<file path="src/rtl/mem_bus_arbiter_pkg.sv">
// Shared types for the ibus/dbus to unified cbus arbiter.
// Revision: 1.0
`default_nettype none

package mem_bus_arbiter_pkg;

  localparam int XLEN = 64;
  localparam logic [2:0] IBUS_SIZE = 3'b010;

  typedef enum logic {
    IBUS = 1'b0,
    DBUS = 1'b1
  } owner_t;

  typedef enum logic {
    IDLE = 1'b0,
    BUSY = 1'b1
  } state_t;

  typedef struct packed {
    logic             valid;
    logic [XLEN-1:0]  addr;
  } ibus_req_t;

  typedef struct packed {
    logic         addr_ok;
    logic         data_ok;
    logic [31:0]  data;
  } ibus_resp_t;

  typedef struct packed {
    logic             valid;
    logic [XLEN-1:0]  addr;
    logic [2:0]       size;
    logic [7:0]       strobe;
    logic [XLEN-1:0]  data;
  } dbus_req_t;

  typedef struct packed {
    logic             addr_ok;
    logic             data_ok;
    logic [XLEN-1:0]  data;
  } dbus_resp_t;

  typedef struct packed {
    logic             valid;
    logic             is_write;
    logic [2:0]       size;
    logic [XLEN-1:0]  addr;
    logic [7:0]       strobe;
    logic [XLEN-1:0]  data;
  } cbus_req_t;

  typedef struct packed {
    logic             ready;
    logic [XLEN-1:0]  data;
  } cbus_resp_t;

endpackage

`default_nettype wire

</file>
<file path="src/rtl/mem_bus_arbiter.sv">
// Round-robin arbiter sharing one memory port (cbus) between ibus and dbus.
// Revision: 1.0
`default_nettype none

module mem_bus_arbiter
  import mem_bus_arbiter_pkg::*;
#(
  parameter int ADDR_W = 64,
  parameter int DATA_W = 64
) (
  input  logic       clk,
  input  logic       reset,
  input  ibus_req_t  ireq,
  output ibus_resp_t iresp,
  input  dbus_req_t  dreq,
  output dbus_resp_t dresp,
  output cbus_req_t  creq,
  input  cbus_resp_t cresp
);

  if (ADDR_W != XLEN || DATA_W != XLEN) begin : g_width_check
    $error("mem_bus_arbiter: ADDR_W and DATA_W must both be 64");
  end

  state_t    state;
  owner_t    owner_q;
  owner_t    last_q;
  cbus_req_t req_q;
  owner_t    winner;
  cbus_req_t grant_req;
  logic      done;

  // On a tie, whoever was not granted last time wins.
  function automatic owner_t pick(input logic iv, input logic dv, input owner_t last);
    if (iv && dv) return (last == DBUS) ? IBUS : DBUS;
    else if (dv)  return DBUS;
    else          return IBUS;
  endfunction

  assign winner = pick(ireq.valid, dreq.valid, last_q);

  always_comb begin
    grant_req       = '0;
    grant_req.valid = 1'b1;
    if (winner == DBUS) begin
      grant_req.is_write = |dreq.strobe;
      grant_req.size     = dreq.size;
      grant_req.addr     = dreq.addr;
      grant_req.strobe   = dreq.strobe;
      grant_req.data     = dreq.data;
    end else begin
      grant_req.size = IBUS_SIZE;
      grant_req.addr = ireq.addr;
    end
  end

  always_ff @(posedge clk or posedge reset) begin
    if (reset) begin
      state   <= IDLE;
      owner_q <= IBUS;
      last_q  <= IBUS;
      req_q   <= '0;
    end else begin
      case (state)
        IDLE: begin
          if (ireq.valid || dreq.valid) begin
            state   <= BUSY;
            owner_q <= winner;
            last_q  <= winner;
            req_q   <= grant_req;
          end
        end
        BUSY: begin
          if (cresp.ready) begin
            state       <= IDLE;
            req_q.valid <= 1'b0;
          end
        end
        default: state <= IDLE;
      endcase
    end
  end

  assign creq = req_q;
  assign done = (state == BUSY) && cresp.ready;

  // A requester that withdrew valid gets no completion; data is zeroed when not acknowledging.
  always_comb begin
    iresp         = '0;
    dresp         = '0;
    iresp.data_ok = done && (owner_q == IBUS) && ireq.valid;
    iresp.addr_ok = iresp.data_ok;
    iresp.data    = !iresp.data_ok ? 32'h0 :
                    req_q.addr[2] ? cresp.data[63:32] : cresp.data[31:0];
    dresp.data_ok = done && (owner_q == DBUS) && dreq.valid;
    dresp.addr_ok = dresp.data_ok;
    dresp.data    = dresp.data_ok ? cresp.data : '0;
  end

endmodule

`default_nettype wire

</file>
<file path="config.mk">
export PLATFORM = sky130hd
export DESIGN_NAME = mem_bus_arbiter
export DESIGN_NICKNAME = d
export VERILOG_FILES = /design/src/rtl/mem_bus_arbiter_pkg.sv /design/src/rtl/mem_bus_arbiter.sv
export SDC_FILE = /design/constraint.sdc
export NUM_CORES = 1
export LEC_CHECK = 0
export BUFFER_PORTS_ARGS = -buffer_cell sky130_fd_sc_hd__buf_2
export CORE_AREA = 10 10 193 195
export DETAILED_ROUTE_END_ITERATION = 7
export DIE_AREA = 0 0 203 205
export GPL_TIMING_DRIVEN = 0
export PLACE_DENSITY = 0.55
export SLEW_MARGIN = 20
export SYNTH_ARGS = -nofsm -noshare
export SYNTH_HDL_FRONTEND = slang
export SYNTH_SLANG_ARGS = --single-unit
</file>
<file path="constraint.sdc">
create_clock -name clk -period 5.2 [get_ports clk]
set_clock_uncertainty 0.2 [all_clocks]
set_input_delay 0 -clock clk [delete_from_list [all_inputs] [get_ports clk]]
set_output_delay 0 -clock clk [all_outputs]
set_load 0.005 [all_outputs]
</file>
* Yosys cells after proc, flatten, opt, wreduce, memory -nomap -nowiden *
Cells that the tools add are included.

storage, ports and cells
  output and inout port bits = 241
  logic and storage cells = 37
  register bits = 143
  input bits = 272

cells by class
  reductions and logical operators = 10
  bitwise operators = 2
  equality and inequality tests = 2
  muxes and demuxes = 15

operators by type and width
  cell                                           count
  141-bit two-way mux                            1
  72-bit two-way mux                             1
  67-bit two-way mux                             1
  32-bit two-way mux                             2
  64-bit two-way mux                             1
  8-bit OR reduction                             1
  1-bit two-way mux                              7
  1-bit logical AND                              6
  2-bit inequality test (second input constant)  2
  1-bit one-hot mux with 2 select lines          2
  2-bit AND reduction                            2
  1-bit inverter                                 2
  1-bit logical OR                               1

* Logic depth before layout (Yosys ltp) *
Gate-level depths: netlist of run 1.

  depth after elaboration = 5
  mapped depth = 6
  gate-level depth less buffers = 3

* Worst setup path before layout of run 1 *
No wires, ideal clock.

  kind = register to register
  start = reg state
  end = reg req_q (netlist bit creq[138])
  clock period less this slack = 1.493 ns
  setup time = 0.121 ns
  path buffers = 2
  path slack = 3.707 ns
  arrival time = 1.172 ns
  stages on the path, launching flop included = 5
  required time = 4.879 ns
  cell sequence = dfrtp_1 -> o21bai_2 -> buf_2 -> buf_2 -> a22o_1

on the way
  longest elaborated chain between the ends = 2

ends and longest elaborated chain
  what                                  RTL line               RTL
  from (decl)                           mem_bus_arbiter.sv:25  state_t state;
  from (signal assigned)                mem_bus_arbiter.sv:59  state <= IDLE;
  from (signal assigned)                mem_bus_arbiter.sv:67  state <= BUSY;
  from (signal assigned)                mem_bus_arbiter.sv:75  state <= IDLE;
  1-bit inverter (no source line)       n/a
  2-bit AND reduction (no source line)  n/a
  to (signal assigned)                  mem_bus_arbiter.sv:70  req_q <= grant_req;
  to (decl)                             mem_bus_arbiter.sv:28  cbus_req_t req_q;

Every way passes these cells.
A chain may end at the register's enable or synchronous reset.

* Worst setup path after layout of run 1 *
  start = reg state
  end = reg req_q (netlist bit creq[73])

Same word-level chain as after synthesis.

==> impl_summary.txt, run 1 <==
----------------------------------------------------
[Layout]
  Fraction of layout instances using a drive strength above 1 ... 0.417
  Area added between synthesis and finish ... 88.0%
  Final net count ... 1,692
  Post-route insts no fill ... 1,883
  Filler Cell Count ... 3,368
  Fin util ... 0.374
  Layout Cell Area excl Fill ... 0.0125 mm^2

[Yosys]
  Post-synthesis register bit count ... 143
  Mapped cell area ... 0.00663 mm^2
  Syn Inst Count ... 681
  Warning count from the yosys run ... 0
  Most used DFF post-synth ... sky130_fd_sc_hd__dfrtp_1
  Main area contributors after synthesis ... sky130_fd_sc_hd__dfrtp_1 (54%), sky130_fd_sc_hd__a22o_1 (9.9%), sky130_fd_sc_hd__a21oi_1 (9.7%)
  Post-synthesis sequential area ratio ... 0.540
  Count of flip-flops with a built-in enable after synthesis ... 0
  Asr flop ratio synth ... 1.00
  Net Count, Synth ... 953
  Leading area contributor after synthesis ... sky130_fd_sc_hd__dfrtp_1
  Share of the synthesized area in the top cell type ... 0.540
  Synth unique cells ... 23
  Mapped Avg Cell Area ... 9.73 um^2

[GRT]
  Via count of the first global-routing pass ... 9,078
  Initial antenna violation count ... 2
  GRT Residual Overflow ... 0
  Wire length of the first global-routing pass ... 53,800 um
  Total Routing Usage GR ... 0.165
  Largest net degree at the start of global routing ... 77

[Floorplan]
  I/O pin total ... 513
  Y dimension of the die ... 205 um
  Initial core utilization ... 0.199
  DIE AREA ... 0.0416 mm^2
  Die Span X ... 203 um
  Core Rows ... 67
  Core area ... 0.0333 mm^2

[Worst hold path]
  Hold crit path type ... input port to output port

[Power and ir drop]
  Power, Total ... 4060 uW
  Areal power density over the cells ... 326 mW/mm^2
  Worst IR drop on VDD ... 0.194 mV
  Static leakage power ... 0.00656 uW

[Route]
  Vias ... 8,200
  First-pass DRT Iterations ... 4
  Total Routed Length ... 36,200 um
  WL/cell ... 19.2 um
  Detailed-route vias per instance ... 4.35
  Detailed router's first-iteration violation count ... 397
  Drt drc ... 0
  Number of antenna-violating nets in the routed design ... 0

[Clock tree]
  Number of CTS-inserted buffers ... 17
  Clk slew on worst S/H paths ... 70 ps
  Clock tree from TritonCTS ... done
  TritonCTS sink count ... 143
  Clock H-tree levels ... 4
  Post-CTS Setup Bufs ... 0
  Clock latency on the worst-skew pair ... 430 ps
  CTS Buffer Depth ... 2
  Clock tree root buffer cell ... sky130_fd_sc_hd__clkbuf_16

[STA]
  Final hold violation count ... 0
  Tcrit/Tclk final ... 0.497
  Slew Limit Fails ... 0
  Max frequency ... 387 MHz
  Final count of negative-setup-slack endpoints ... 0
  Measured slew at the worst slew-check pin ... 587 ps
  Shortest period the worst path allows ... 2580 ps
  Worst rel slew slack ... 0.609
  RSZ-0062 raised after global routing ... false

[Setup path]
  Startpoint Class ... flop
  Data required time of the critical path ... 5360 ps
  Nature of the critical path endpoint ... flop
  Data arrival at the endpoint of the critical path ... 2750 ps
  Highest-delay cell along the critical path ... sky130_fd_sc_hd__dlygate4sd3_1
  Worst Setup Path Type ... flop to flop
  Critical path's largest stage delay ... 560 ps
  Crit-path max FO ... 10
  Ordered list of cells on the worst path ... o21bai_2, buf_2, buf_2, a21oi_1, a21oi_1, dlygate4sd3_1

[Place]
  Quantity of I/O buffers inserted on ports ... 511
  Standard cell area after detailed placement ... 0.00978 mm^2
  Dpl hpwl ... 27,500 um
  Final RePlAce weighted congestion ... 0.919
  Number of placed cells counting well taps ... 1,641

[Job]
  MaxCap Viol Count ... 0

[Outcome]
  Result of the run ... complete, no violations

----------------------------------------------------
[worst paths after layout]
kind                           start        end  slack, ps  cells after the start
min                        cresp[39]  dresp[39]         90                      3
max in group asynchronous      reset   creq[81]       3420                      5
min reg2reg                creq[140]  creq[140]        290                      1
max reg2reg                    state   creq[73]       2620                      6
max                            state   creq[73]       2620                      6
min in group asynchronous      reset   creq[43]        620                      4
[per-stage QoR]
stage          TNS, ps  hold WS, ps  worst slack, ps
2_1_floorplan        0        -89.7             1160
3_3_place_gp   -136420         16.2             -975
3_5_place_dp         0        -92.5             3030
4_1_cts              0         86.0             2490
5_1_grt              0          105             2380
6_report             0         87.8             2620
[cell usage after synthesis, types with 2 or more instances]
cell                         n
sky130_fd_sc_hd__a21oi_1   128
sky130_fd_sc_hd__a22o_1     75
sky130_fd_sc_hd__and2_1     64
sky130_fd_sc_hd__buf_2      35
sky130_fd_sc_hd__buf_4       7
sky130_fd_sc_hd__clkbuf_1   12
sky130_fd_sc_hd__clkbuf_2    7
sky130_fd_sc_hd__dfrtp_1   143
sky130_fd_sc_hd__inv_1       2
sky130_fd_sc_hd__mux2i_1    32
sky130_fd_sc_hd__nand2_1    67
sky130_fd_sc_hd__nor2_1     97
sky130_fd_sc_hd__nor4_1      2
[registers in the layout, summed over array words and instances, names as in the netlist]
signal and count:
last_q 1, state 1, creq 141
[cells in the final DEF (no fill, tap or decap), types with 2 or more instances in the layout]
cell                            synthesis  layout
sky130_fd_sc_hd__clkbuf_16              0      17
sky130_fd_sc_hd__and2_1                64      64
sky130_fd_sc_hd__dfrtp_1              143     143
sky130_fd_sc_hd__clkinv_8               0       3
sky130_fd_sc_hd__diode_2                0       2
sky130_fd_sc_hd__buf_2                 35     546
sky130_fd_sc_hd__inv_6                  0       3
sky130_fd_sc_hd__clkinvlp_4             0       2
sky130_fd_sc_hd__buf_4                  7       7
sky130_fd_sc_hd__nand2_1               67      67
sky130_fd_sc_hd__nor2_1                97      97
sky130_fd_sc_hd__dlygate4sd3_1          0     208
sky130_fd_sc_hd__inv_8                  0       8
sky130_fd_sc_hd__a21oi_1              128     128
sky130_fd_sc_hd__nor4_1                 2       2
sky130_fd_sc_hd__clkbuf_2               7       7
sky130_fd_sc_hd__mux2i_1               32      32
sky130_fd_sc_hd__clkbuf_1              12      12
sky130_fd_sc_hd__a22o_1                75      75
[per-layer routing]
metal,up-vias,routed length [um],share of wire,track usage
met4,0,1340,0.037,0.0781
met5,-,0,0,0
met1,3899,13800,0.38,0.176
met3,77,2670,0.074,0.0460
met2,400,18400,0.51,0.295
li1,3824,-,-,-
[cell type report]
class | instances | area [um^2] | share of cell area
repair buffers | 720 | 4670 | 0.374
flip-flops and latches | 143 | 3580 | 0.287
multi-input cells | 475 | 2730 | 0.219
well taps | 448 | 561 | 0.0450
clock buffers | 17 | 425 | 0.0341
plain buffers | 61 | 308 | 0.0247
clock inverters | 15 | 169 | 0.0136
inverters | 2 | 15.0 | 0.00120
diodes | 2 | 5.00 | 0.000402
[worst max-delay path, delay by kind of cell (launching register included)]
| family | cells | cell delay, ps |
|---|---|---|
| AOI/OAI and AO/OA | 3 | 540 |
| buffers and inverters | 3 | 1240 |
| DFF | 1 | 520 |
[cell families after synthesis]
family,share of synthesized area
compound gates,0.207
buf+inv,0.0476
flops,0.540
mux,0.0483
simple gates,0.157
[what timing repair did]
| item | CTS | global route |
|---|---|---|
| hold buffers | 208 | 0 |
| endpoints found under the hold margin | 285 | 0 |
| resized for setup | 0 | 0 |
[where the power goes]
group | switching [uW] | internal, uW
registers | 139 | 1340
clock network | 601 | 650
logic | 613 | 711
(Power assumes the default switching activity.)
==> run 2: changes to the inputs <==
- PLACE_DENSITY: 0.55 -> 0.57
- clock period: 5.2 -> 2.1 ns (I/O delays scaled with it)
==> run 2 against run 1 <==
  * Total power up 140%
  * Worst hold slack better by 2.8 ps
  * Worst setup slack worse by 2600 ps
  * Sequential share of layout area down 0.38 points
  * Combinational power up 130%
  * Die area unchanged
  * Global-route usage up 1.5 points
  * Clock power up 150%
  * Sequential power up 150%
  * Critical path depth down 2
  * Cell count up 0.80%
  * Utilization up 0.51 points
==> impl_summary.txt, run 2 (synthesized netlist as in run 1, its figures left out) <==
----------------------------------------------------
[Place]
  Dpl hpwl ... 30,200 um (+9.9%)
  Final RePlAce weighted congestion ... 0.966 (+5.1%)
  Quantity of I/O buffers inserted on ports ... 511 (unchanged)
  Number of placed cells counting well taps ... 1,645 (+0.24%)

[STA]
  Slew Limit Fails ... 0 (unchanged)
  Setup Total Neg Slack ... 0 ps (unchanged)
  Shortest period the worst path allows ... 2070 ps
  Worst rel slew slack ... 0.639 (+0.0304)
  Tcrit/Tclk final ... 0.986
  Measured slew at the worst slew-check pin ... 541 ps (-45.7 ps)
  Max frequency ... 483 MHz
  Final count of negative-setup-slack endpoints ... 0 (unchanged)
  Final hold violation count ... 0 (unchanged)

[Setup path]
  Startpoint Class ... flop
  Crit-path max FO ... 10 (unchanged)
  Worst Setup Path Type ... flop to output port
  Data required time of the critical path ... 1900 ps (-3460 ps)
  Data arrival at the endpoint of the critical path ... 1870 ps (-880 ps)
  Nature of the critical path endpoint ... output port

[Job]
  MaxCap Viol Count ... 0 (unchanged)

[Clock tree]
  Clock tree root buffer cell ... sky130_fd_sc_hd__clkbuf_16
  TritonCTS sink count ... 143 (unchanged)
  CTS Buffer Depth ... 2 (unchanged)
  Clk slew on worst S/H paths ... 80 ps (about the same)
  Clock H-tree levels ... 4 (unchanged)
  Clock latency on the worst-skew pair ... 420 ps (about the same)
  Clock tree from TritonCTS ... done
  Number of CTS-inserted buffers ... 17 (unchanged)

[Route]
  Drt drc ... 0 (unchanged)
  Total Routed Length ... 39,400 um (+8.9%)
  Vias ... 8,410 (+2.6%)
  Detailed router's first-iteration violation count ... 423 (+6.5%)
  Detailed-route vias per instance ... 4.43 (+1.8%)
  Number of antenna-violating nets in the routed design ... 0 (unchanged)
  WL/cell ... 20.8 um (+8.0%)
  First-pass DRT Iterations ... 4 (unchanged)

[Layout]
  Post-route insts no fill ... 1,898 (+0.80%)
  Seq. cell area ... 0.00358 mm^2 (about the same)
  Final net count ... 1,701 (+0.53%)
  Fraction of layout instances using a drive strength above 1 ... 0.427 (+0.00988)
  Max reg flops ... 141 (unchanged)
  Filler Cell Count ... 3,337 (-0.92%)
  Most frequent standard cell in the layout excluding fill and tap cells ... sky130_fd_sc_hd__buf_2
  Commonest cells after routing, fill and taps aside ... sky130_fd_sc_hd__buf_2 (540), sky130_fd_sc_hd__dlygate4sd3_1 (208), sky130_fd_sc_hd__dfrtp_1 (142)
  Area added between synthesis and finish ... 90.6%
  Area of combinational cells with multiple inputs ... 0.00275 mm^2 (+0.50%)

[GRT]
  Via count of the first global-routing pass ... 9,231 (+1.7%)
  Initial antenna violation count ... 10 (+8)
  GRT Residual Overflow ... 0 (unchanged)
  Wire length of the first global-routing pass ... 57,800 um (+7.4%)
  Total Routing Usage GR ... 0.180 (+0.0153)
  Largest net degree at the start of global routing ... 33 (-57%)

[Power and ir drop]
  Worst IR drop on VDD ... 0.432 mV (+120%)
  Sw Ratio ... 0.329 (-0.00464)
  Sequential power share ... 0.374 (+0.008)
  Cell Int Power ... 6580 uW (+140%)
  Clk pwr share ... 0.314 (+0.006)
  Areal power density over the cells ... 776 mW/mm^2 (+140%)
  Total net switching power ... 3220 uW (+140%)
  Static leakage power ... 0.00666 uW (+1.5%)
  Share of power burned in combinational logic ... 0.312 (-0.014)

[Outcome]
  Result of the run ... complete, no violations

[Floorplan]
  Y dimension of the die ... 205 um (unchanged)
  Die Span X ... 203 um (unchanged)
  DIE AREA ... 0.0416 mm^2 (unchanged)
  Core area ... 0.0333 mm^2 (unchanged)
  I/O pin total ... 513 (unchanged)
  Initial core utilization ... 0.199 (unchanged)
  Core Rows ... 67 (unchanged)

[Worst hold path]
  Hold crit path type ... input port to output port

----------------------------------------------------
[run 2: path summary, 6_finish.rpt]
kind	start	endpoint	slack, ps	cells past startpoint
setup / recovery	creq[74]	iresp[2]	30	4
hold / removal	cresp[4]	dresp[4]	90	3
hold reg to reg	creq[140]	creq[140]	290	1
min in group asynchronous	reset	creq[128]	490	4
setup reg to reg	state	creq[103]	120	6
max in group asynchronous	reset	creq[45]	290	7
[run 2: final cells by class]
type / count / area share
Multi-Input combinational cell: 475 / 0.218
Clock inverter: 13 / 0.0102
Antenna cell: 8 / 0.00158
Buffer: 60 / 0.0268
Timing Repair Buffer: 730 / 0.379
Clock buffer: 19 / 0.0359
Sequential cell: 143 / 0.283
Inverter: 2 / 0.000891
Tap cell: 448 / 0.0444
[run 2: stage by stage]
| step | hold WS (ps) | power [uW] | cell area (um^2) | util | setup slack (ps) |
|---|---|---|---|---|---|
| after floorplan | -89.7 | 4870 | 6630 | - | 109 |
| after global placement | 18.0 | 6340 | 9750 | 0.293 | -996 |
| after detailed placement | -204 | 6400 | 9860 | 0.296 | -192 |
| after CTS | 86.1 | 9880 | 12600 | 0.378 | -13.0 |
| after global routing | 109 | 10300 | 12600 | 0.379 | -6.07 |
| final | 90.6 | 9800 | 12600 | 0.380 | 28.8 |
[run 2: repair_timing]
item	CTS	global route
setup endpoints to repair	199	62
hold endpoints to repair	261	0
buffers inserted	4	2
resized for setup	13	8
pin swaps	0	1
hold buffers	208	0
[run 2: power groups by stage]
stage,clock network [uW],logic (uW),registers (uW)
global route,3280,3340,3730
global placement,0,2660,3680
finish,3070,3060,3670
detailed placement,0,2720,3690
floorplan,0,1140,3730
CTS,3160,3060,3650
[run 2: per-layer routing]
layer / share of wire / wire, um / global-route usage / vias up
met3: 0.067 / 2650 / 0.0472 / 102
met1: 0.38 / 14900 / 0.194 / 4033
met5: 0 / 0 / 0 / -
met4: 0.043 / 1710 / 0.0959 / 0
li1: - / - / - / 3848
met2: 0.51 / 20200 / 0.319 / 427
[run 2: critical path, stage by stage (launching register included)]
cell,delay [ps]
sky130_fd_sc_hd__dfrtp_1,520
sky130_fd_sc_hd__buf_4,290
sky130_fd_sc_hd__mux2i_1,410
sky130_fd_sc_hd__nor2_1,80
sky130_fd_sc_hd__buf_2,140
